===== src/rtl/co2_frame_rx.sv =====
// co2_frame_rx: hunts the UART byte stream for 9-byte CO2 sensor response
// frames (FF, cmd, ppm_hi, ppm_lo, temp, 3 x don't care, checksum). It checks
// the command byte and the two's-complement checksum. On a good frame it
// latches the concentration and the raw temperature byte.
//
// Ports:
//   clk, rst          master clock, synchronous active-high reset
//   received, rx_byte one-cycle byte strobe and data from the UART receiver
//   recv_error        one-cycle UART framing error strobe
//   co2_ppm, temp_raw last good frame payload
//   frame_valid       one-cycle pulse when a good frame is latched
//   frame_error       one-cycle pulse when a frame is aborted
//   error_count       aborted frames, saturating at 255
//   busy              parser is inside a frame
module co2_frame_rx #(
  parameter logic [7:0]  EXPECT_CMD     = 8'h86,
  parameter logic [15:0] TIMEOUT_CYCLES = 16'd20000
) (
  input  logic        clk,
  input  logic        rst,
  input  logic        received,
  input  logic [7:0]  rx_byte,
  input  logic        recv_error,
  output logic [15:0] co2_ppm,
  output logic [7:0]  temp_raw,
  output logic        frame_valid,
  output logic        frame_error,
  output logic [7:0]  error_count,
  output logic        busy
);

  localparam logic [7:0] START_BYTE = 8'hFF;

  typedef enum logic [1:0] {HUNT, BODY, CHECK} state_t;

  state_t      state;
  logic [2:0]  idx;
  logic [7:0]  sum;
  logic [15:0] timer;
  logic [7:0]  ppm_hi;
  logic [7:0]  ppm_lo;
  logic [7:0]  temp_hold;

  logic       abort_c;
  logic [7:0] expected_chk_c;

  // Every abort cause in one place; recv_error outranks a same-cycle byte,
  // and a byte outranks a same-cycle timer expiry.
  always_comb begin
    expected_chk_c = 8'(8'h00 - sum);
    abort_c        = 1'b0;
    if (state != HUNT) begin
      if (recv_error) begin
        abort_c = 1'b1;
      end else if (received) begin
        if (state == BODY && idx == 3'd1 && rx_byte != START_BYTE && rx_byte != EXPECT_CMD)
          abort_c = 1'b1;
        else if (state == CHECK && rx_byte != expected_chk_c)
          abort_c = 1'b1;
      end else if (timer == 16'(TIMEOUT_CYCLES - 16'd1)) begin
        abort_c = 1'b1;
      end
    end
  end

  // Parser FSM with registered outputs.
  always_ff @(posedge clk) begin
    if (rst) begin
      state       <= HUNT;
      idx         <= 3'd0;
      sum         <= 8'd0;
      timer       <= 16'd0;
      ppm_hi      <= 8'd0;
      ppm_lo      <= 8'd0;
      temp_hold   <= 8'd0;
      co2_ppm     <= 16'd0;
      temp_raw    <= 8'd0;
      frame_valid <= 1'b0;
      frame_error <= 1'b0;
      error_count <= 8'd0;
      busy        <= 1'b0;
    end else begin
      frame_valid <= 1'b0;
      frame_error <= 1'b0;
      if (abort_c) begin
        frame_error <= 1'b1;
        if (error_count != 8'hFF)
          error_count <= 8'(error_count + 8'd1);
        state <= HUNT;
        busy  <= 1'b0;
        timer <= 16'd0;
      end else begin
        case (state)
          HUNT: begin
            timer <= 16'd0;
            if (received && !recv_error && rx_byte == START_BYTE) begin
              sum   <= 8'd0;
              idx   <= 3'd1;
              state <= BODY;
              busy  <= 1'b1;
            end
          end
          BODY: begin
            if (received) begin
              timer <= 16'd0;
              if (idx == 3'd1 && rx_byte == START_BYTE) begin
                // Repeated start byte: resynchronise on it.
                sum <= 8'd0;
              end else begin
                sum <= 8'(sum + rx_byte);
                case (idx)
                  3'd2:    ppm_hi    <= rx_byte;
                  3'd3:    ppm_lo    <= rx_byte;
                  3'd4:    temp_hold <= rx_byte;
                  default: ;
                endcase
                if (idx == 3'd7)
                  state <= CHECK;
                else
                  idx <= 3'(idx + 3'd1);
              end
            end else begin
              timer <= 16'(timer + 16'd1);
            end
          end
          CHECK: begin
            if (received) begin
              // Checksum already known good here; mismatches go via abort_c.
              timer       <= 16'd0;
              co2_ppm     <= {ppm_hi, ppm_lo};
              temp_raw    <= temp_hold;
              frame_valid <= 1'b1;
              state       <= HUNT;
              busy        <= 1'b0;
            end else begin
              timer <= 16'(timer + 16'd1);
            end
          end
          default: begin
            state <= HUNT;
            busy  <= 1'b0;
          end
        endcase
      end
    end
  end

endmodule


===== config.mk =====
export PLATFORM = sky130hd
export DESIGN_NAME = co2_frame_rx
export DESIGN_NICKNAME = d
export VERILOG_FILES = /design/src/rtl/co2_frame_rx.sv
export SDC_FILE = /design/constraint.sdc
export NUM_CORES = 1
export LEC_CHECK = 0
export ABC_AREA = 1
export CELL_PAD_IN_SITES_DETAIL_PLACEMENT = 0
export CELL_PAD_IN_SITES_GLOBAL_PLACEMENT = 1
export CORE_MARGIN = 5
export CORE_UTILIZATION = 39
export CTS_BUF_LIST = sky130_fd_sc_hd__clkbuf_4
export CTS_CLUSTER_SIZE = 28
export DETAILED_ROUTE_END_ITERATION = 10
export GPL_TIMING_DRIVEN = 0
export PLACE_DENSITY = 0.76
export SYNTH_ARGS = -nofsm -noshare
export SYNTH_HDL_FRONTEND = slang
export SYNTH_SLANG_ARGS = --single-unit
export TNS_END_PERCENT = 10

===== constraint.sdc =====
create_clock -name clk -period 2.2 [get_ports clk]
set_input_delay 0.33 -clock clk [delete_from_list [all_inputs] [get_ports clk]]
set_output_delay 0.33 -clock clk [all_outputs]
set_load 0.02 [all_outputs]

==> impl_results.md <==
* Status: complete, but fails checks
* Failing checks: negative setup slack
* Top post-synthesis cells by area: dfxtp_1 37%, nand2_1 13%, nor2_1 9.5%, a21oi_1 5.7%, inv_1 5.7%
* 1st-iter DRT viols at 199
* Root buf cell: clkbuf_4
* CP Max Fanout at 7
* Vias per cell at 4.93
* Hold crit path type: primary input to flip-flop
* Sequential-to-total area share from yosys stat at 37.4%
* Fillcell total at 1237
* RSZ-0062 raised after global routing: yes
* Cell chain of the critical path: inv_4 > ha_4 > buf_6 > nand3_4 > nand2_1 > nand3_1 > nand2_1 > nor2_1 > nand2_1 > nand2_1 > nand2_1 > nand2_2 > nand2_4 > nand2_8 > nand4_4 > buf_6 > nand2_1 > nand2_1 > nor2_1
* HPWL after detailed placement at 8800 um
* WP data required at 2.62 ns
* Startpoint Class: flip-flop
* Average routed wire per standard cell at 13.6 um
* Max incr delay on CP at 0.41 ns
* Number of synthesized flops with an enable pin at 0
* Rel. slew slack at 52.1%
* DRC at 0
* Global-route wire length before repair at 20300 um
* Distinct cells, synth at 39
* Worst Setup SP: sum[0]
* Initial antenna violation count at 0
* Initial core utilization at 39.6%
* TritonCTS clock tree: yes
* H-Tree Depth at 3
* Mapped Area at 4720 um2
* Hold_sp: rst
* VDD IR max at 0.480 mV
* Reg2reg start: sum[0]
* Cell leakage power at 2.52 nW
* Hold_ws at 0.200 ns
* Maximum buffer depth of the clock tree at 2
* Slew Viols, Final at 0
* Overall global routing resource usage at 17.3%
* Total CTS buffers at 9
* Final Skew at 0.0141 ns
* Clock-pin slew on the worst setup and hold paths at 0.14 ns
* Die W at 120 um
* Post-synth top flop: dfxtp_1
* Ratio of cells with drive above 1 in the final layout at 15.6%
* Hold Vio Cnt, Final at 0
* Post-route setup slack at -0.0173 ns
* Core Area at 11900 um2
* CP Data Arrival Time at 2.64 ns
* Synth area leader: dfxtp_1
* Crit path capture type: flip-flop
* CP Buf/Inv Count at 3
* Clock latency on the worst-skew pair at 0.47 ns
* Most used cell, CP: nand2_1
* Post-synthesis net count at 705
* Slowest CP cell: dfxtp_4
* Site Rows at 40
* Routed Antenna Nets at 0
* CP top delay family: simple AND/OR/NAND/NOR gates
* Commonest non-fill, non-tap cell in the layout: nand2_1
* Vias in the first global route at 4219
* Total gr overflow at 0
* Overall power at 3.90 mW
* Fraction of registers with async set/reset at 0%
* Crit path kind: flip-flop to flip-flop
* Final setup viols at 8
* Max-cap violations at 0
* Synthesized flop and latch total at 88
* Number of diodes at 0
* Period minus WS final at 2.22 ns
* WL final at 12200 um
* Fmax at 451 MHz
* IO Port Bufs at 45
* Clock sink total at 88
* Cells after synthesis at 672
* Final GP Congestion at 0.847
* Hold buffers post-CTS at 0
* Yosys warns at 0
* # IOs at 47
* Largest net degree at the start of global routing at 16
* Nets at 779
* Avg Inst Size Synth at 7.02 um2
* DIE AREA at 14400 um2
* Area Growth Syn to Fin at 25.3%
* Share of the synthesized area in the top cell type at 37.4%
* TritonRoute pass-1 iters at 4
* Power per cell area at 659 nW/um2
* Final period util at 101%
* Most frequent cells in the layout: 150 x nand2_1, 106 x nor2_1, 84 x dfxtp_1
* Worst slew pin tran at 0.714 ns
* Die H at 120 um
* Via count at 4422
## sequential cells by signal (all words and copies together), names as in the netlist
signal,flops
frame_error,1
ppm_lo,8
ppm_hi,8
co2_ppm,16
temp_hold,8
state,2
temp_raw,8
busy,1
error_count,8
frame_valid,1
timer,16
sum,8
idx,3
## final timing paths
path | end | slack, ns | cells past startpoint
worst max-delay path | ppm_lo[3] | -0.02 | 19
worst min-delay path | temp_raw[6] | 0.20 | 2
worst max register to register | ppm_lo[3] | -0.02 | 19
worst min register to register | co2_ppm[14] | 0.47 | 2
## layer usage
layer  part of all wire, %  wire length [um]  vias to the layer above  track usage, %
met5                     0                 0                        -               0
met4                   1.1               137                        0            4.01
met3                   3.4               414                       11            4.19
met2                    48              5900                       59            29.2
met1                    47              5770                     2036            22.4
li1                      -                 -                     2316               -
## worst reg2reg max path, stage by stage, from the launching register on
cell,delay (ns)
dfxtp_4,0.41
inv_4,0.04
ha_4,0.16
buf_6,0.12
nand3_4,0.08
nand2_1,0.05
nand3_1,0.06
nand2_1,0.06
nor2_1,0.11
nand2_1,0.08
nand2_1,0.07
nand2_1,0.06
nand2_2,0.09
nand2_4,0.08
nand2_8,0.15
nand4_4,0.17
buf_6,0.19
nand2_1,0.05
nand2_1,0.04
nor2_1,0.09
## layout make-up
cell class	instances	area (um2)	area share, %
Multi-Input combinational cell	484	2660	45.1
Timing Repair Buffer	64	629	10.6
Clock inverter	6	118	1.99
Clock buffer	9	67.6	1.14
Inverter	72	277	4.68
Tap cell	147	184	3.11
Sequential cell	88	1770	30.0
Buffer	27	198	3.34
## where the power goes
group	switching, mW	internal [mW]	leakage, nW
Sequential	0.0690	1.65	0.712
Combinational	0.618	0.397	1.71
Clock	0.589	0.578	0.0941
## synth_stat cells (all sizes together), types with 2 or more instances
cell type,number
nand3,35
o21ai,9
nor3,8
ha,20
dfxtp,88
nor2,119
buf,20
a21oi,55
xor2,14
inv,72
a211oi,5
nand2,169
nor4,2
nand3b,3
a22oi,2
nand4,33
clkbuf,8
## repair_timing
item                                    4_1_cts  5_1_grt
gates resized for setup                      27       47
endpoints found under the setup margin       87       87
pin swaps                                     8       36
gates cloned                                  1        1
setup buffers                                14        3
## stage by stage
step	setup WS, ns	area [um2]	instances	utilization [%]	setup TNS (ns)
global route	-0.196	5910	897	49.6	-8.45
CTS	-0.00843	5700	893	47.9	-0.0183
detailed placement	-0.746	5350	864	44.9	-54.80
finish	-0.0173	5910	897	49.6	-0.0482
floorplan	0.155	4720	672	-	0
global placement	-0.705	5350	864	44.9	-51.64
## cell families (layout without fill, tap and decap cells)
logic type      count (synthesis)  count (layout)  share of synthesized area (%)
xor+xnor                       15              15                           2.79
compound gates                 79              79                           9.55
fa+ha+maj                      21              21                           5.73
simple gates                  369             369                           34.8
buf+inv                       100             178                           9.76
flops                          88              88                           37.4
No activity file was read; power rests on OpenSTA's default activity.
